## src/rtl/mc_ctrl_unit_pkg.sv

```systemverilog
// Shared control-unit types: FSM states, opcodes and the select-line encodings
// driven toward the multicycle datapath.
package ctrl_pkg;

  typedef enum logic [3:0] {
    S_FETCH, S_DECODE, S_MEMADR, S_MEMREAD, S_MEMWB, S_MEMWRITE,
    S_EXECR, S_EXECI, S_ALUWB, S_BRANCH, S_JAL
  } state_e;

  localparam logic [6:0] OP_LOAD   = 7'b0000011;
  localparam logic [6:0] OP_STORE  = 7'b0100011;
  localparam logic [6:0] OP_RTYPE  = 7'b0110011;
  localparam logic [6:0] OP_ITYPE  = 7'b0010011;
  localparam logic [6:0] OP_BRANCH = 7'b1100011;
  localparam logic [6:0] OP_JAL    = 7'b1101111;

  localparam logic [2:0] ALU_ADD = 3'b000;
  localparam logic [2:0] ALU_SUB = 3'b001;
  localparam logic [2:0] ALU_AND = 3'b010;
  localparam logic [2:0] ALU_OR  = 3'b011;
  localparam logic [2:0] ALU_SLT = 3'b101;

  localparam logic [1:0] ALUOP_ADD   = 2'b00;
  localparam logic [1:0] ALUOP_SUB   = 2'b01;
  localparam logic [1:0] ALUOP_FUNCT = 2'b10;

  localparam logic [1:0] SRCA_PC    = 2'b00;
  localparam logic [1:0] SRCA_OLDPC = 2'b01;
  localparam logic [1:0] SRCA_RD1   = 2'b10;

  localparam logic [1:0] SRCB_RD2  = 2'b00;
  localparam logic [1:0] SRCB_IMM  = 2'b01;
  localparam logic [1:0] SRCB_FOUR = 2'b10;

  localparam logic [1:0] RES_ALUOUT = 2'b00;
  localparam logic [1:0] RES_DATA   = 2'b01;
  localparam logic [1:0] RES_ALURES = 2'b10;

  localparam logic [1:0] IMM_I = 2'b00;
  localparam logic [1:0] IMM_S = 2'b01;
  localparam logic [1:0] IMM_B = 2'b10;
  localparam logic [1:0] IMM_J = 2'b11;

  function automatic logic [1:0] immsrc_of(input logic [6:0] op);
    case (op)
      OP_STORE:  return IMM_S;
      OP_BRANCH: return IMM_B;
      OP_JAL:    return IMM_J;
      default:   return IMM_I;
    endcase
  endfunction

endpackage

```

## src/rtl/mc_ctrl_unit_if.sv

```systemverilog
// Instruction fields / flags in, datapath control lines out. slave = control unit.
interface mc_ctrl_unit_if #(parameter int CNT_W = 32);
  logic [6:0]       op;
  logic [2:0]       funct3;
  logic             funct7b5;
  logic             zero, lt, ltu, mem_ready;
  logic             pcwrite, adrsrc, memwrite, irwrite, regwrite;
  logic [1:0]       resultsrc, alusrca, alusrcb, immsrc;
  logic [2:0]       alucontrol;
  logic             illegal;
  logic [CNT_W-1:0] instret;

  modport slave (
    input  op, funct3, funct7b5, zero, lt, ltu, mem_ready,
    output pcwrite, adrsrc, memwrite, irwrite, regwrite,
           resultsrc, alusrca, alusrcb, immsrc, alucontrol, illegal, instret
  );
  modport master (
    output op, funct3, funct7b5, zero, lt, ltu, mem_ready,
    input  pcwrite, adrsrc, memwrite, irwrite, regwrite,
           resultsrc, alusrca, alusrcb, immsrc, alucontrol, illegal, instret
  );
endinterface

```

## src/rtl/mc_ctrl_unit_alu_decoder.sv

```systemverilog
// ALU operation select: fixed add/sub from the FSM, or decoded from funct fields.
module alu_decoder
  import ctrl_pkg::*;
(
  input  logic       opb5,
  input  logic [2:0] funct3,
  input  logic       funct7b5,
  input  logic [1:0] aluop,
  output logic [2:0] alucontrol
);
  always_comb begin
    alucontrol = ALU_ADD;
    case (aluop)
      ALUOP_SUB: alucontrol = ALU_SUB;
      ALUOP_FUNCT: begin
        case (funct3)
          // opb5 separates R-type from I-type so addi never turns into sub
          3'b000:  alucontrol = (opb5 && funct7b5) ? ALU_SUB : ALU_ADD;
          3'b010:  alucontrol = ALU_SLT;
          3'b110:  alucontrol = ALU_OR;
          3'b111:  alucontrol = ALU_AND;
          default: alucontrol = ALU_ADD;
        endcase
      end
      default: alucontrol = ALU_ADD;
    endcase
  end
endmodule

```

## src/rtl/mc_ctrl_unit.sv

```systemverilog
// Multicycle RV32 control FSM with retired-instruction counter.
// Define CTRL_BRANCH_EXT_EN to add blt/bge/bltu/bgeu to the beq/bne base.
module mc_ctrl_unit
  import ctrl_pkg::*;
#(
  parameter int XLEN  = 32,
  parameter int CNT_W = 32
) (
  input  logic        clk,
  input  logic        reset,
  mc_ctrl_unit_if.slave bus
);
  state_e           state_q, state_d;
  logic [CNT_W-1:0] instret_q, instret_d;
  logic             pcwrite, adrsrc, memwrite, irwrite, regwrite, illegal;
  logic             taken, br_legal, retire;
  logic [1:0]       resultsrc, alusrca, alusrcb, aluop;

  alu_decoder u_alu_dec (
    .opb5      (bus.op[5]),
    .funct3    (bus.funct3),
    .funct7b5  (bus.funct7b5),
    .aluop     (aluop),
    .alucontrol(bus.alucontrol)
  );

  always_comb begin
    taken    = 1'b0;
    br_legal = 1'b0;
    case (bus.funct3)
      3'b000: begin taken = bus.zero;  br_legal = 1'b1; end
      3'b001: begin taken = ~bus.zero; br_legal = 1'b1; end
`ifdef CTRL_BRANCH_EXT_EN
      3'b100: begin taken = bus.lt;    br_legal = 1'b1; end
      3'b101: begin taken = ~bus.lt;   br_legal = 1'b1; end
      3'b110: begin taken = bus.ltu;   br_legal = 1'b1; end
      3'b111: begin taken = ~bus.ltu;  br_legal = 1'b1; end
`else
`endif
      default: ;
    endcase
  end

  always_comb begin
    state_d   = state_q;
    pcwrite   = 1'b0;
    adrsrc    = 1'b0;
    memwrite  = 1'b0;
    irwrite   = 1'b0;
    regwrite  = 1'b0;
    illegal   = 1'b0;
    retire    = 1'b0;
    resultsrc = RES_ALUOUT;
    alusrca   = SRCA_PC;
    alusrcb   = SRCB_RD2;
    aluop     = ALUOP_ADD;
    case (state_q)
      S_FETCH: begin
        alusrcb   = SRCB_FOUR;
        resultsrc = RES_ALURES;
        irwrite   = bus.mem_ready;
        pcwrite   = bus.mem_ready;
        if (bus.mem_ready) state_d = S_DECODE;
      end
      S_DECODE: begin
        alusrca = SRCA_OLDPC;
        alusrcb = SRCB_IMM;
        case (bus.op)
          OP_LOAD, OP_STORE: state_d = S_MEMADR;
          OP_RTYPE:          state_d = S_EXECR;
          OP_ITYPE:          state_d = S_EXECI;
          OP_JAL:            state_d = S_JAL;
          OP_BRANCH: begin
            state_d = br_legal ? S_BRANCH : S_FETCH;
            illegal = ~br_legal;
          end
          default: begin
            state_d = S_FETCH;
            illegal = 1'b1;
          end
        endcase
      end
      S_MEMADR: begin
        alusrca = SRCA_RD1;
        alusrcb = SRCB_IMM;
        state_d = bus.op[5] ? S_MEMWRITE : S_MEMREAD;
      end
      S_MEMREAD: begin
        adrsrc = 1'b1;
        if (bus.mem_ready) state_d = S_MEMWB;
      end
      S_MEMWB: begin
        resultsrc = RES_DATA;
        regwrite  = 1'b1;
        retire    = 1'b1;
        state_d   = S_FETCH;
      end
      S_MEMWRITE: begin
        adrsrc   = 1'b1;
        memwrite = 1'b1;
        if (bus.mem_ready) begin
          retire  = 1'b1;
          state_d = S_FETCH;
        end
      end
      S_EXECR: begin
        alusrca = SRCA_RD1;
        aluop   = ALUOP_FUNCT;
        state_d = S_ALUWB;
      end
      S_EXECI: begin
        alusrca = SRCA_RD1;
        alusrcb = SRCB_IMM;
        aluop   = ALUOP_FUNCT;
        state_d = S_ALUWB;
      end
      S_ALUWB: begin
        regwrite = 1'b1;
        retire   = 1'b1;
        state_d  = S_FETCH;
      end
      S_JAL: begin
        alusrca = SRCA_OLDPC;
        alusrcb = SRCB_FOUR;
        pcwrite = 1'b1;
        state_d = S_ALUWB;
      end
      S_BRANCH: begin
        alusrca = SRCA_RD1;
        aluop   = ALUOP_SUB;
        pcwrite = taken;
        retire  = 1'b1;
        state_d = S_FETCH;
      end
      default: state_d = S_FETCH;
    endcase
    // reset drops any in-flight instruction without counting it
    instret_d = instret_q + CNT_W'(retire);
    if (reset) begin
      state_d   = S_FETCH;
      instret_d = '0;
    end
  end

  always_ff @(posedge clk) begin
    state_q   <= state_d;
    instret_q <= instret_d;
  end

  assign bus.pcwrite   = pcwrite  & ~reset;
  assign bus.adrsrc    = adrsrc   & ~reset;
  assign bus.memwrite  = memwrite & ~reset;
  assign bus.irwrite   = irwrite  & ~reset;
  assign bus.regwrite  = regwrite & ~reset;
  assign bus.illegal   = illegal  & ~reset;
  assign bus.resultsrc = resultsrc;
  assign bus.alusrca   = alusrca;
  assign bus.alusrcb   = alusrcb;
  assign bus.immsrc    = immsrc_of(bus.op);
  assign bus.instret   = instret_q;

endmodule

```

## src/flat_wrapper.sv

```systemverilog
// flat-port wrapper written by rule: the top's interface ports become plain ports
module mc_ctrl_unit_flat import ctrl_pkg::*;
#(
  parameter int XLEN  = 32,
  parameter int CNT_W = 32
)
  (clk, reset, bus_op, bus_funct3, bus_funct7b5, bus_zero, bus_lt, bus_ltu, bus_mem_ready, bus_pcwrite, bus_adrsrc, bus_memwrite, bus_irwrite, bus_regwrite, bus_resultsrc, bus_alusrca, bus_alusrcb, bus_immsrc, bus_alucontrol, bus_illegal, bus_instret);
  mc_ctrl_unit_if #(.CNT_W(CNT_W)) bus_i ();
  input  logic clk;
  input  logic reset;
  input wire logic [$bits(bus_i.op)-1:0] bus_op;
  input wire logic [$bits(bus_i.funct3)-1:0] bus_funct3;
  input wire logic [$bits(bus_i.funct7b5)-1:0] bus_funct7b5;
  input wire logic [$bits(bus_i.zero)-1:0] bus_zero;
  input wire logic [$bits(bus_i.lt)-1:0] bus_lt;
  input wire logic [$bits(bus_i.ltu)-1:0] bus_ltu;
  input wire logic [$bits(bus_i.mem_ready)-1:0] bus_mem_ready;
  output wire logic [$bits(bus_i.pcwrite)-1:0] bus_pcwrite;
  output wire logic [$bits(bus_i.adrsrc)-1:0] bus_adrsrc;
  output wire logic [$bits(bus_i.memwrite)-1:0] bus_memwrite;
  output wire logic [$bits(bus_i.irwrite)-1:0] bus_irwrite;
  output wire logic [$bits(bus_i.regwrite)-1:0] bus_regwrite;
  output wire logic [$bits(bus_i.resultsrc)-1:0] bus_resultsrc;
  output wire logic [$bits(bus_i.alusrca)-1:0] bus_alusrca;
  output wire logic [$bits(bus_i.alusrcb)-1:0] bus_alusrcb;
  output wire logic [$bits(bus_i.immsrc)-1:0] bus_immsrc;
  output wire logic [$bits(bus_i.alucontrol)-1:0] bus_alucontrol;
  output wire logic [$bits(bus_i.illegal)-1:0] bus_illegal;
  output wire logic [$bits(bus_i.instret)-1:0] bus_instret;
  assign bus_i.op = bus_op;
  assign bus_i.funct3 = bus_funct3;
  assign bus_i.funct7b5 = bus_funct7b5;
  assign bus_i.zero = bus_zero;
  assign bus_i.lt = bus_lt;
  assign bus_i.ltu = bus_ltu;
  assign bus_i.mem_ready = bus_mem_ready;
  assign bus_pcwrite = bus_i.pcwrite;
  assign bus_adrsrc = bus_i.adrsrc;
  assign bus_memwrite = bus_i.memwrite;
  assign bus_irwrite = bus_i.irwrite;
  assign bus_regwrite = bus_i.regwrite;
  assign bus_resultsrc = bus_i.resultsrc;
  assign bus_alusrca = bus_i.alusrca;
  assign bus_alusrcb = bus_i.alusrcb;
  assign bus_immsrc = bus_i.immsrc;
  assign bus_alucontrol = bus_i.alucontrol;
  assign bus_illegal = bus_i.illegal;
  assign bus_instret = bus_i.instret;
  mc_ctrl_unit #(.XLEN(XLEN), .CNT_W(CNT_W)) u_core (.clk(clk), .reset(reset), .bus(bus_i));
endmodule
```

## config.mk

```make
export PLATFORM = sky130hd
export DESIGN_NAME = mc_ctrl_unit_flat
export DESIGN_NICKNAME = d
export VERILOG_FILES = /design/src/rtl/mc_ctrl_unit_pkg.sv /design/src/rtl/mc_ctrl_unit_if.sv /design/src/rtl/mc_ctrl_unit_alu_decoder.sv /design/src/rtl/mc_ctrl_unit.sv /design/src/flat_wrapper.sv
export SDC_FILE = /design/constraint.sdc
export NUM_CORES = 1
export LEC_CHECK = 0
export ABC_AREA = 1
export ABC_CLOCK_PERIOD_IN_PS = 2300
export BUFFER_PORTS_ARGS = -buffer_cell sky130_fd_sc_hd__buf_4
export CORE_AREA = 2 2 97 52
export CTS_BUF_LIST = sky130_fd_sc_hd__clkbuf_2 sky130_fd_sc_hd__clkbuf_4 sky130_fd_sc_hd__clkbuf_8
export DETAILED_ROUTE_END_ITERATION = 7
export DIE_AREA = 0 0 99 54
export PLACE_DENSITY = 0.8
export SLEW_MARGIN = 15
export SYNTH_ARGS = -nofsm -noshare
export SYNTH_HDL_FRONTEND = slang
export SYNTH_HIERARCHICAL = 1
export SYNTH_SLANG_ARGS = --single-unit
```

## constraint.sdc

```tcl
create_clock -name clk -period 2.3 [get_ports clk]
set_input_delay 0.23 -clock clk [delete_from_list [all_inputs] [get_ports clk]]
set_output_delay 0.23 -clock clk [all_outputs]
set_load 0.1 [all_outputs]
```

After elaboration in Yosys (flattened, before gate mapping)

Index checks and enable logic that the tools add are counted.

Bits in registers: 36
Bits in latches: 0
RAM bits: 0
Bits in read-only memories: 0
Bits of input ports: 17
Word-level logic and storage cells: 79
Memories kept: 0

$add $sub $neg: 1
$mul: 0
Divide/modulo/power cells: 0
$lt $le $gt $ge: 0
Equal/unequal tests: 25
Shift-type cells: 0
Mux-type cells: 26
Bitwise operators: 9
Reductions and logical operators: 16

Operator list:

| operator             | number |
|---|---|
| $add A32 B1 Y32      | 1 |
| $pmux W4 S6          | 1 |
| $pmux W4 S5          | 1 |
| $eq A4 B3 Y1 const B | 4 |
| $mux W4              | 4 |
| $pmux W2 S2          | 4 |
| $eq A7 B6 Y1 const B | 2 |
| $eq A7 B7 Y1 const B | 2 |
| $reduce_or A2 Y1     | 7 |
| $eq A4 B4 Y1 const B | 3 |
| $pmux W3 S4          | 1 |
| $reduce_or A3 Y1     | 3 |
| $eq A4 B2 Y1 const B | 2 |
| $mux W1              | 8 |
| $eq A7 B2 Y1 const B | 1 |
| $eq A7 B5 Y1 const B | 1 |
| $and A1 B1 Y1        | 6 |
| $eq A3 B3 Y1 const B | 2 |
| $ne A2 B2 Y1 const B | 3 |
| $pmux W1 S2          | 3 |
| $pmux W2 S3          | 1 |
| $pmux W3 S2          | 1 |
| $reduce_or A5 Y1     | 1 |
| $eq A4 B1 Y1 const B | 1 |
| 12 further kinds     | 14 |

Logic depth before layout (Yosys ltp)

Gate-level depths: netlist (run 1).

Word-level depth: 7
Gate-level depth with buffers: 15
Depth with buffers taken out: 15

Hierarchy

Netlist (run 1), hierarchy kept.

Modules (own cells, without submodules):

| module       | instances | cells each | area each (µm²) | seq. area each (µm²) |
|---|---|---|---|---|
| mc_ctrl_unit | 1         | 354        | 2244.7          | 720.7 |
| alu_decoder  | 1         | 17         | 91.3            | 0.0 |

Worst setup path after synthesis (run 1)

OpenSTA, ideal clock, no wires.

Path kind: reg-to-output
Start point: reg u_core.state_q[2]
End point: out bus_alusrcb[0]
Data arrival time: 4.058 ns
Path slack: -1.988 ns
Stages on the path, launching flop included: 5
Path buffers: 0
Cell sequence: dfxtp_1 -> inv_1 -> nor2_1 -> inv_1 -> o311ai_0

Word-level cells in the longest chain between the ends: 3

RTL lines:

| element                                                                      | RTL line            | RTL |
|---|---|---|
| start, declared                                                              | mc_ctrl_unit.sv:13  | `state_e state_q, state_d;` |
| start signal, assigned                                                       | mc_ctrl_unit.sv:146 | `state_q <= state_d;` |
| $eq A4 B2 Y1, or another cell as far along                                   | mc_ctrl_unit.sv:57  | `case (state_q)` |
| $reduce_or A3 Y1 (no source line) / $reduce_or A2 Y1 (equally long branches) | -                   |  |
| $pmux W2 S2 *                                                                | mc_ctrl_unit.sv:57  |  |
| end, declared                                                                | flat_wrapper.sv:25  | `output wire logic [$bits(bus_i.alusrcb)-1:0] bus_alusrcb;` |

Mark *: on every way between the ends. The rest lies on a longest branch, timed or not.

Final worst setup path (run 1)

Start point: reg u_core.state_q[1]
End point: out bus_alucontrol[2]

Word-level cells in the longest chain between the ends: 5

RTL lines:

| element                                             | RTL line                       | RTL |
|---|---|---|
| $eq A4 B3 Y1                                        | mc_ctrl_unit.sv:57             |  |
| $reduce_or A2 Y1 (no source line)                   | -                              |  |
| $pmux W2 S2 *                                       | mc_ctrl_unit.sv:57             |  |
| via u_core.aluop[0]                                 | mc_ctrl_unit.sv:17             | `logic [1:0] resultsrc, alusrca, alusrcb, aluop;` |
| $eq A2 B2 Y1 / $eq A2 B1 Y1 (equally long branches) | mc_ctrl_unit_alu_decoder.sv:13 | `case (aluop)` |
| $pmux W3 S2 *                                       | mc_ctrl_unit_alu_decoder.sv:13 |  |
| end, declared                                       | flat_wrapper.sv:27             | `output wire logic [$bits(bus_i.alucontrol)-1:0] bus_alucontrol;` |

The timed path passes the listed nets; every way through them passes the cells marked *.

==> impl_metrics.ini, run 1 <==
[timing]
whs_ps = 279.8
relSlewSlack_pct = 63.27
max_clock_freq_mhz = 454.7
slew_violations = 0
skew_ps = 4.065
setup_tns_ps = 0
hold_violations = 0
finalSetupViolations = 0
period_needed_ps = 2199
tightest_slew_ps = 548.9
post-route-period-util_pct = 95.62
setup_slack_ps = 100.7

[drt]
antenna_left = 0
drt_iter0_markers = 219
vias = 2641
vias_per_cell = 5.261
drc = 0
finalWirelength_mm = 6.949
firstDrtPassIters = 5
wl_per_cell_um = 13.84

[layout]
final_nets = 462
area_growth_pct = 36.53
postLayoutCoreUtil_pct = 69.08
n_antenna_cell = 0
finalNonFillerCells = 502
fin_area_sq_um = 3189
fillers = 450
drive_gt1_share_pct = 31.67

[placed_design]
hpwl_mm = 5.599
dp_cells = 494
pre_cts_slack_ps = 115.0
portBuffers = 63
gp_congestion = 0.9511
dpl_cell_area_sq_um = 3045

[die]
start_util_pct = 50.60
chipHeight_um = 54
io-pin-count = 66
die_w_um = 99
die_area_sq_um = 5346
placementRows = 18
core_area_sq_um = 4617

[logic_synthesis]
yosys.area_share.adder_pct = 2.142
syn_area_sq_um = 2336
ys_top_cells_by_area = dfxtp_1, nand2_1, inv_1
synth_mux_area_share_pct = 0
ys_types = 28
synthFlopType = dfxtp_1
synth_simple_gate_area_share_pct = 42.53
synth_top_family_by_area = simple AND/OR/NAND/NOR gates
yosysTopAreaCell = dfxtp_1
yosysWarnings = 6
synth_nets = 392
ys_seq_elements = 36
synth_compound_area_share_pct = 11.68
synthXorXnorAreaFrac_pct = 1.875
ys_seq_area_share_pct = 30.85
async_flop_share_pct = 0
synth.most_common_cell = nand2_1
synth-edff-count = 0
netlist_instances = 371
synth_common_cells = nand2_1, inv_1, nor2_1
synth_top_area_share_pct = 30.85
synth.avg_cell_area_sq_um = 6.296

[pwr]
clkPwrFrac_pct = 37.2
p_comb_share_pct = 14.8
power_mw = 1.307
vdd_ir_drop_max_mv = 0.2532
switching_share_pct = 27.88
power.internal_mw = 0.9424
p_leak_nw = 1.262
power_density_nw_per_um2 = 409.7
p_switching_mw = 0.3643
seq_power_share_pct = 48.0

[clocking]
path_clk_slew_ps = 70
cts.sinks = 36
cts_tree = built
h-tree-depth = 2
cts_root_buf = clkbuf_8
clock_insertion_delay_worst_skew_ps = 280
cts_setup_buffers = 0
cts_buffers = 5
cts.path.max_buffers = 2

[setup_path]
worst-path-max-fanout = 4
end_kind = output pin
crit_arrival_ps = 1970
cp-start-kind = flip-flop
cp.required_ps = 2070
worstSetupPathType = reg2out

[grt]
grt_pass1_vias = 2213
grt_pass1_wl_mm = 11.10
grt_overflow = 0
antenna_found_initial = 0
gr-usage-all-layers_pct = 27.01
grt_max_degree = 30

[status]
status = finished clean

[worst_hold_path]
min_path_type = in2reg

[flow_run]
drv_cap = 0
## power by group through the flow
stage	sequential, mW	clock, mW	combinational (mW)
after floorplan	0.641	0	0.135
after global placement	0.641	0	0.189
after detailed placement	0.641	0	0.190
after CTS	0.626	0.494	0.190
after global routing	0.626	0.527	0.205
final	0.627	0.486	0.194
## registers in the layout, summed over array words and instances (netlist names)
name,count
u_core/bus.instret,32
u_core/state_q,4
## metal layers
layer | global-route usage [%] | vias up | share of wire [%]
met5 | 0 | - | 0
met4 | 3.425 | 0 | 0.39
met3 | 6.753 | 2 | 9.9
met2 | 35.70 | 106 | 38
met1 | 43.50 | 1204 | 52
li1 | - | 1329 | -
## what timing repair did
| action | 4_1_cts | 5_1_grt |
|---|---|---|
| endpoints found under the setup margin | 2 | 12 |
| gates resized for setup | 4 | 12 |
| hold buffers | 0 | 0 |
| gates cloned | 0 | 0 |
| pin swaps | 0 | 2 |
## worst max-delay path, stage by stage, from the launching register on
cell and delay (ps):
dfxtp_1 350, inv_2 110, nand2_2 100, nor2_2 130, inv_1 60, ha_1 320
inv_1 80, nand4_1 170, nor2_4 180, buf_12 180
## final cells by class
| cell class | count | area [sq um] | area share (%) |
|---|---|---|---|
| tap | 60 | 75.07 | 2.354 |
| timing repair buffer | 67 | 528.0 | 16.56 |
| clock buffer | 8 | 97.59 | 3.060 |
| sequential | 36 | 723.2 | 22.68 |
| inverter | 64 | 242.7 | 7.611 |
| multi-input combinational | 267 | 1523 | 47.74 |
## logic make-up after synthesis
family | count (synthesis)
simple gates | 208
buf+inv | 68
compound gates | 50
flops | 36
xor+xnor | 5
fa+ha+maj | 4
## placed cells by master, fill, tap and decap left out, types with 3 or more instances in the layout
cell type	n
nand4_1	7
nor3_4	3
nor3_1	9
nor2_4	10
nand3b_1	6
dfxtp_1	34
nand3_1	19
inv_1	53
nor3_2	5
o21ai_0	13
inv_2	10
o21ai_1	4
a21oi_1	24
clkbuf_8	6
nor2_2	15
nor2_1	43
nand2_2	8
nand2_1	77
buf_4	65
xor2_1	5
## final timing paths
| kind | startpoint | to | slack (ps) | depth (start not counted) |
|---|---|---|---|---|
| max | u_core/state_q[1]$_SDFFE_PP0P_ | bus_alucontrol[2] | 100 | 9 |
| max reg2reg | u_core/state_q[0]$_SDFFE_PP0P_ | u_core/bus.instret[18]$_SDFF_PP0_ | 170 | 13 |
| min reg2reg | u_core/bus.instret[31]$_SDFF_PP0_ | u_core/bus.instret[31]$_SDFF_PP0_ | 480 | 2 |
| min | bus_mem_ready | u_core/state_q[0]$_SDFFE_PP0P_ | 280 | 4 |
Note: power is estimated with default switching activity, not from simulation.
==> run 2: changes to the inputs <==
Settings changed: ABC_CLOCK_PERIOD_IN_PS 2300 to 2400, SETUP_SLACK_MARGIN from default to 0.4.
Clock period 2.3 ns to 2.4 ns, I/O delays scaled along.
==> impl_metrics.ini, run 2 (synthesis gave the netlist of run 1 again) <==
[status]
status = finished clean

[grt]
grt_pass1_wl_mm = 12.08
grt_pass1_vias = 2439
antenna_found_initial = 0
grt_overflow = 0
gr-usage-all-layers_pct = 29.59
grt_max_degree = 30

[setup_path]
critPathMaxStageDelay_ps = 420
cp-start-kind = flip-flop
cp.required_ps = 2570
cp_slowest_cell = dfxtp_4
path_common_cell = ha_4
crit_chain = inv_6 -> nand2_4 -> nor2_2 -> nor2_4 -> o221ai_4 -> ha_4 -> ha_4 -> nand3_4 -> inv_4 -> nand3b_1 -> buf_4 -> xor2_1 -> nor2_1
path_delay_family = simple AND/OR/NAND/NOR gates
worstSetupPathType = reg2reg
end_kind = flip-flop
crit_arrival_ps = 2350
critical_path_buf_inv_count = 3
worst-path-max-fanout = 4

[timing]
tightest_slew_ps = 447.0
setup_tns_ps = 0
hold_violations = 0
setup_slack_ps = 218.7
slew_violations = 0
max_clock_freq_mhz = 458.5
finalSetupViolations = 0
post-route-period-util_pct = 90.89
period_needed_ps = 2181
rsz0062_at_grt = yes
skew_ps = 3.972
relSlewSlack_pct = 70.09

[placed_design]
portBuffers = 63
dpl_cell_area_sq_um = 3023
dp_cells = 492
pre_cts_slack_ps = 117.6
gp_congestion = 0.8955
hpwl_mm = 5.516

[drt]
drc = 0
vias_per_cell = 5.571
vias = 2897
finalWirelength_mm = 8.438
firstDrtPassIters = 5
antenna_left = 0
wl_per_cell_um = 16.23
drt_iter0_markers = 285

[layout]
area_growth_pct = 52.06
largest_reg_flops = 32
fillers = 340
finalNonFillerCells = 520
regArea_sq_um = 730.7
fin_area_sq_um = 3552
layout_common_cells = buf_4, nand2_1, inv_1
final_common_cell = buf_4
n_antenna_cell = 0
drive_gt1_share_pct = 39.57
multi_input_area_sq_um = 1689
final_nets = 480

[die]
chipHeight_um = 54
die_area_sq_um = 5346
die_w_um = 99
io-pin-count = 66
start_util_pct = 50.60
placementRows = 18
core_area_sq_um = 4617

[worst_hold_path]
min_path_type = in2reg

[flow_run]
drv_cap = 0

[clocking]
cts_root_buf = clkbuf_8
cts_buffers = 5
clock_insertion_delay_worst_skew_ps = 290
cts.sinks = 36
cts_hold_buffers = 0
h-tree-depth = 2
path_clk_slew_ps = 80
cts_tree = built
cts.path.max_buffers = 2

[pwr]
vdd_ir_drop_max_mv = 0.2690
power_density_nw_per_um2 = 352.1
p_leak_nw = 1.390
==> run 2: cell types whose count changed in the layout (fill, tap and decap cells not counted), moves of 3 or more <==
cell and delta:
nand2_1 -6, nor2_2 -8, a21oi_1 -3, inv_4 +4, inv_1 -6, nand2_4 +4
a21oi_2 +3, nor2_4 +9, buf_12 +3, buf_4 +12, buf_6 +3, o21ai_0 -3
==> run 2: layout make-up <==
| type | instances | share of cell area [%] |
|---|---|---|
| clock buffers | 5 | 1.937 |
| well taps | 60 | 2.113 |
| flip-flops and latches | 36 | 20.57 |
| inverters | 64 | 7.256 |
| multi-input cells | 267 | 47.55 |
| clock inverters | 3 | 0.5284 |
| repair buffers | 85 | 20.04 |
==> run 2: per-stage QoR <==
| step | hold slack [ps] | utilization (%) | power, mW |
|---|---|---|---|
| after floorplan | 437.8 | - | 0.7452 |
| after global placement | 455.0 | 65.47 | 0.7941 |
| after detailed placement | 476.3 | 65.47 | 0.7963 |
| after CTS | 299.6 | 71.38 | 1.235 |
| after global routing | 331.3 | 76.94 | 1.290 |
| final | 302.5 | 76.94 | 1.251 |
==> run 2: final timing paths <==
check | from | endpoint | slack (ps) | depth (start not counted)
setup / recovery | u_core/state_q[1]$_SDFFE_PP0P_ | u_core/bus.instret[10]$_SDFF_PP0_ | 220 | 13
hold / removal | bus_op[5] | u_core/state_q[1]$_SDFFE_PP0P_ | 300 | 4
setup reg to reg | u_core/state_q[1]$_SDFFE_PP0P_ | u_core/bus.instret[10]$_SDFF_PP0_ | 220 | 13
hold reg to reg | u_core/bus.instret[31]$_SDFF_PP0_ | u_core/bus.instret[31]$_SDFF_PP0_ | 490 | 2
==> run 2: worst reg2reg max path: stages, from the launching register on <==
cell and delay [ps]:
dfxtp_4 420, inv_6 60, nand2_4 110, nor2_2 60, nor2_4 160, o221ai_4 150, ha_4 200, ha_4 160
nand3_4 130, inv_4 70, nand3b_1 130, buf_4 140, xor2_1 190, nor2_1 70
==> run 2: power by group <==
part           internal [mW]  total, mW  switching, mW
sequential             0.597      0.599        0.00231
combinational         0.0571      0.205          0.148
clock                  0.203      0.446          0.244
==> run 2: metal layers <==
layer	wire (um)	vias up	track usage, %	share of wire (%)
met2	3459	195	43.69	41
li1	-	1367	-	-
met1	3714	1309	43.25	44
met4	174	0	4.795	2.1
met5	0	-	0	0
met3	1090	26	8.701	13
==> run 2: timing repair <==
action | in CTS | in global routing
resized for setup | 31 | 44
setup endpoints to repair | 26 | 23
setup buffers | 8 | 12
pin swaps | 10 | 25
==> run 3: changes to the inputs <==
Settings changed: CORE_AREA 2 2 97 52 to 2 2 98 53, CTS_BUF_LIST sky130_fd_sc_hd__clkbuf_2 sky130_fd_sc_hd__clkbuf_4 sky130_fd_sc_hd__clkbuf_8 to default, DIE_AREA 0 0 99 54 to 0 0 100 55, PLACE_DENSITY 0.8 to 0.78.
==> impl_metrics.ini, run 3 (synthesis gave the netlist of run 1 again) <==
[placed_design]
hpwl_mm = 5.526
portBuffers = 63
gp_congestion = 0.8784
dpl_cell_area_sq_um = 3015

[status]
status = finished clean

[layout]
n_antenna_cell = 0
regArea_sq_um = 733.2
largest_reg_flops = 32
drive_gt1_share_pct = 36.56
final_nets = 475
multi_input_area_sq_um = 1635
fillers = 365
final_common_cell = nand2_1
fin_area_sq_um = 3456
area_growth_pct = 47.94
layout_common_cells = nand2_1, buf_4, inv_1

[grt]
grt_overflow = 0
grt_pass1_wl_mm = 12.10
grt_max_degree = 30
antenna_found_initial = 0
grt_pass1_vias = 2459
gr-usage-all-layers_pct = 29.32

[timing]
period_needed_ps = 2219
skew_ps = 3.820
slew_violations = 0
finalSetupViolations = 0
rsz0062_at_grt = yes
post-route-period-util_pct = 92.45
hold_violations = 0
tightest_slew_ps = 491.0
max_clock_freq_mhz = 450.7
relSlewSlack_pct = 67.14

[drt]
antenna_left = 0
vias = 2933
vias_per_cell = 5.706
dr_wl_met3_mm = 1.014
wl_met1_mm = 3.804
finalWirelength_mm = 8.454
wl_per_cell_um = 16.45
firstDrtPassIters = 5
wl_met2_mm = 3.387
dr.max_layer_used = met4
drt_iter0_markers = 302
drc = 0

[setup_path]
path_common_cell = nor2_4
crit_chain = inv_2 -> nor2_4 -> inv_4 -> nor2_4 -> ha_4 -> inv_2 -> nand4_1 -> nor2_4 -> buf_12
cp-start-kind = flip-flop
reg2reg_depth = 16
worst-path-max-fanout = 3
cp_slowest_cell = dfxtp_2
critical_path_buf_inv_count = 4
worstSetupPathType = reg2out
end_kind = output pin
path_delay_family = simple AND/OR/NAND/NOR gates
cp.required_ps = 2160
cp_num_cells = 9
critPathMaxStageDelay_ps = 350
crit_arrival_ps = 1980

[die]
core_area_sq_um = 4684
start_util_pct = 49.87
die_area_sq_um = 5500
io-pin-count = 66
placementRows = 18
die_w_um = 100
chipHeight_um = 55

[clocking]
cts_root_buf = clkbuf_8
cts.sinks = 36
cts_buffers = 5
path_clk_slew_ps = 70
clock_insertion_delay_worst_skew_ps = 280
cts_hold_buffers = 0
cts_tree = built
h-tree-depth = 2
cts.path.max_buffers = 2

[pwr]
power_density_nw_per_um2 = 352.3
p_switching_mw = 0.3656
power.internal_mw = 0.8520
p_leak_nw = 1.318
clkPwrFrac_pct = 34.0
seq_power_share_pct = 49.2
power_mw = 1.218
vdd_ir_drop_max_mv = 0.1862
p_comb_share_pct = 16.8
switching_share_pct = 30.03

[worst_hold_path]
hold_depth = 4
min_path_type = in2reg

[flow_run]
drv_cap = 0
==> run 3: cell types whose count changed in the layout (fill, tap and decap cells not counted), moves of 3 or more <==
cell	previous run	this run
nor2_2	7	11
buf_4	77	73
inv_4	5	2
nor2_4	19	16
nand2_1	71	75
nand2_4	5	2
==> run 3: per-layer routing <==
metal | up-vias | global-route usage (%)
met5 | - | 0
met4 | 0 | 6.393
met3 | 39 | 9.045
met2 | 215 | 44.59
met1 | 1319 | 41.20
li1 | 1360 | -
==> run 3: final timing paths <==
| path | startpoint | endpoint | slack [ps] |
|---|---|---|---|
| max reg2reg | u_core/state_q[2]$_SDFFE_PP0P_ | u_core/bus.instret[20]$_SDFF_PP0_ | 250 |
| min | bus_op[5] | u_core/state_q[1]$_SDFFE_PP0P_ | 300 |
| max | u_core/state_q[2]$_SDFFE_PP0P_ | bus_alucontrol[2] | 180 |
| min reg2reg | u_core/bus.instret[31]$_SDFF_PP0_ | u_core/bus.instret[31]$_SDFF_PP0_ | 480 |
==> run 3: layout make-up <==
type | count | share of cell area (%)
multi-input combinational | 267 | 47.32
timing repair buffer | 80 | 19.66
tap | 60 | 2.172
clock inverter | 1 | 0.1448
sequential | 36 | 21.22
clock buffer | 6 | 2.100
inverter | 64 | 7.386
==> run 3: worst reg2reg max path, cell delays in order, from the launching register on <==
cell and delay (ps):
dfxtp_2 350, inv_2 50, nor2_4 150, inv_4 80
nor2_4 120, nor2_4 70, o221ai_4 90, ha_4 210
ha_4 140, nand3_4 120, clkinv_4 90, buf_12 100
nand2_8 60, nor2_4 150, nand4_1 120, nand2_1 100
nor2_1 60
==> run 3: power groups by stage <==
stage,registers [mW],clock network [mW],logic [mW]
after floorplan,0.615,0,0.131
after global placement,0.614,0,0.179
after detailed placement,0.614,0,0.181
after CTS,0.599,0.411,0.197
after global routing,0.599,0.447,0.214
final,0.599,0.414,0.205
==> run 3: metrics by stage <==
step / utilization [%] / std cells / TNS [ps] / setup WS, ps / hold WS [ps]
after floorplan: - / 371 / -26.53 / -26.53 / 437.8
after global placement: 64.37 / 491 / 0 / 189.3 / 456.5
after detailed placement: 64.37 / 491 / 0 / 150.8 / 468.8
after CTS: 70.62 / 508 / 0 / 356.3 / 296.1
after global routing: 73.77 / 514 / 0 / 178.1 / 320.1
final: 73.77 / 514 / 0 / 181.1 / 302.4
==> run 3: repair_timing <==
item                       4_1_cts  5_1_grt
setup endpoints to repair       25       24
pin swaps                       11       10
resized for setup               36       23
setup buffers                   10        6
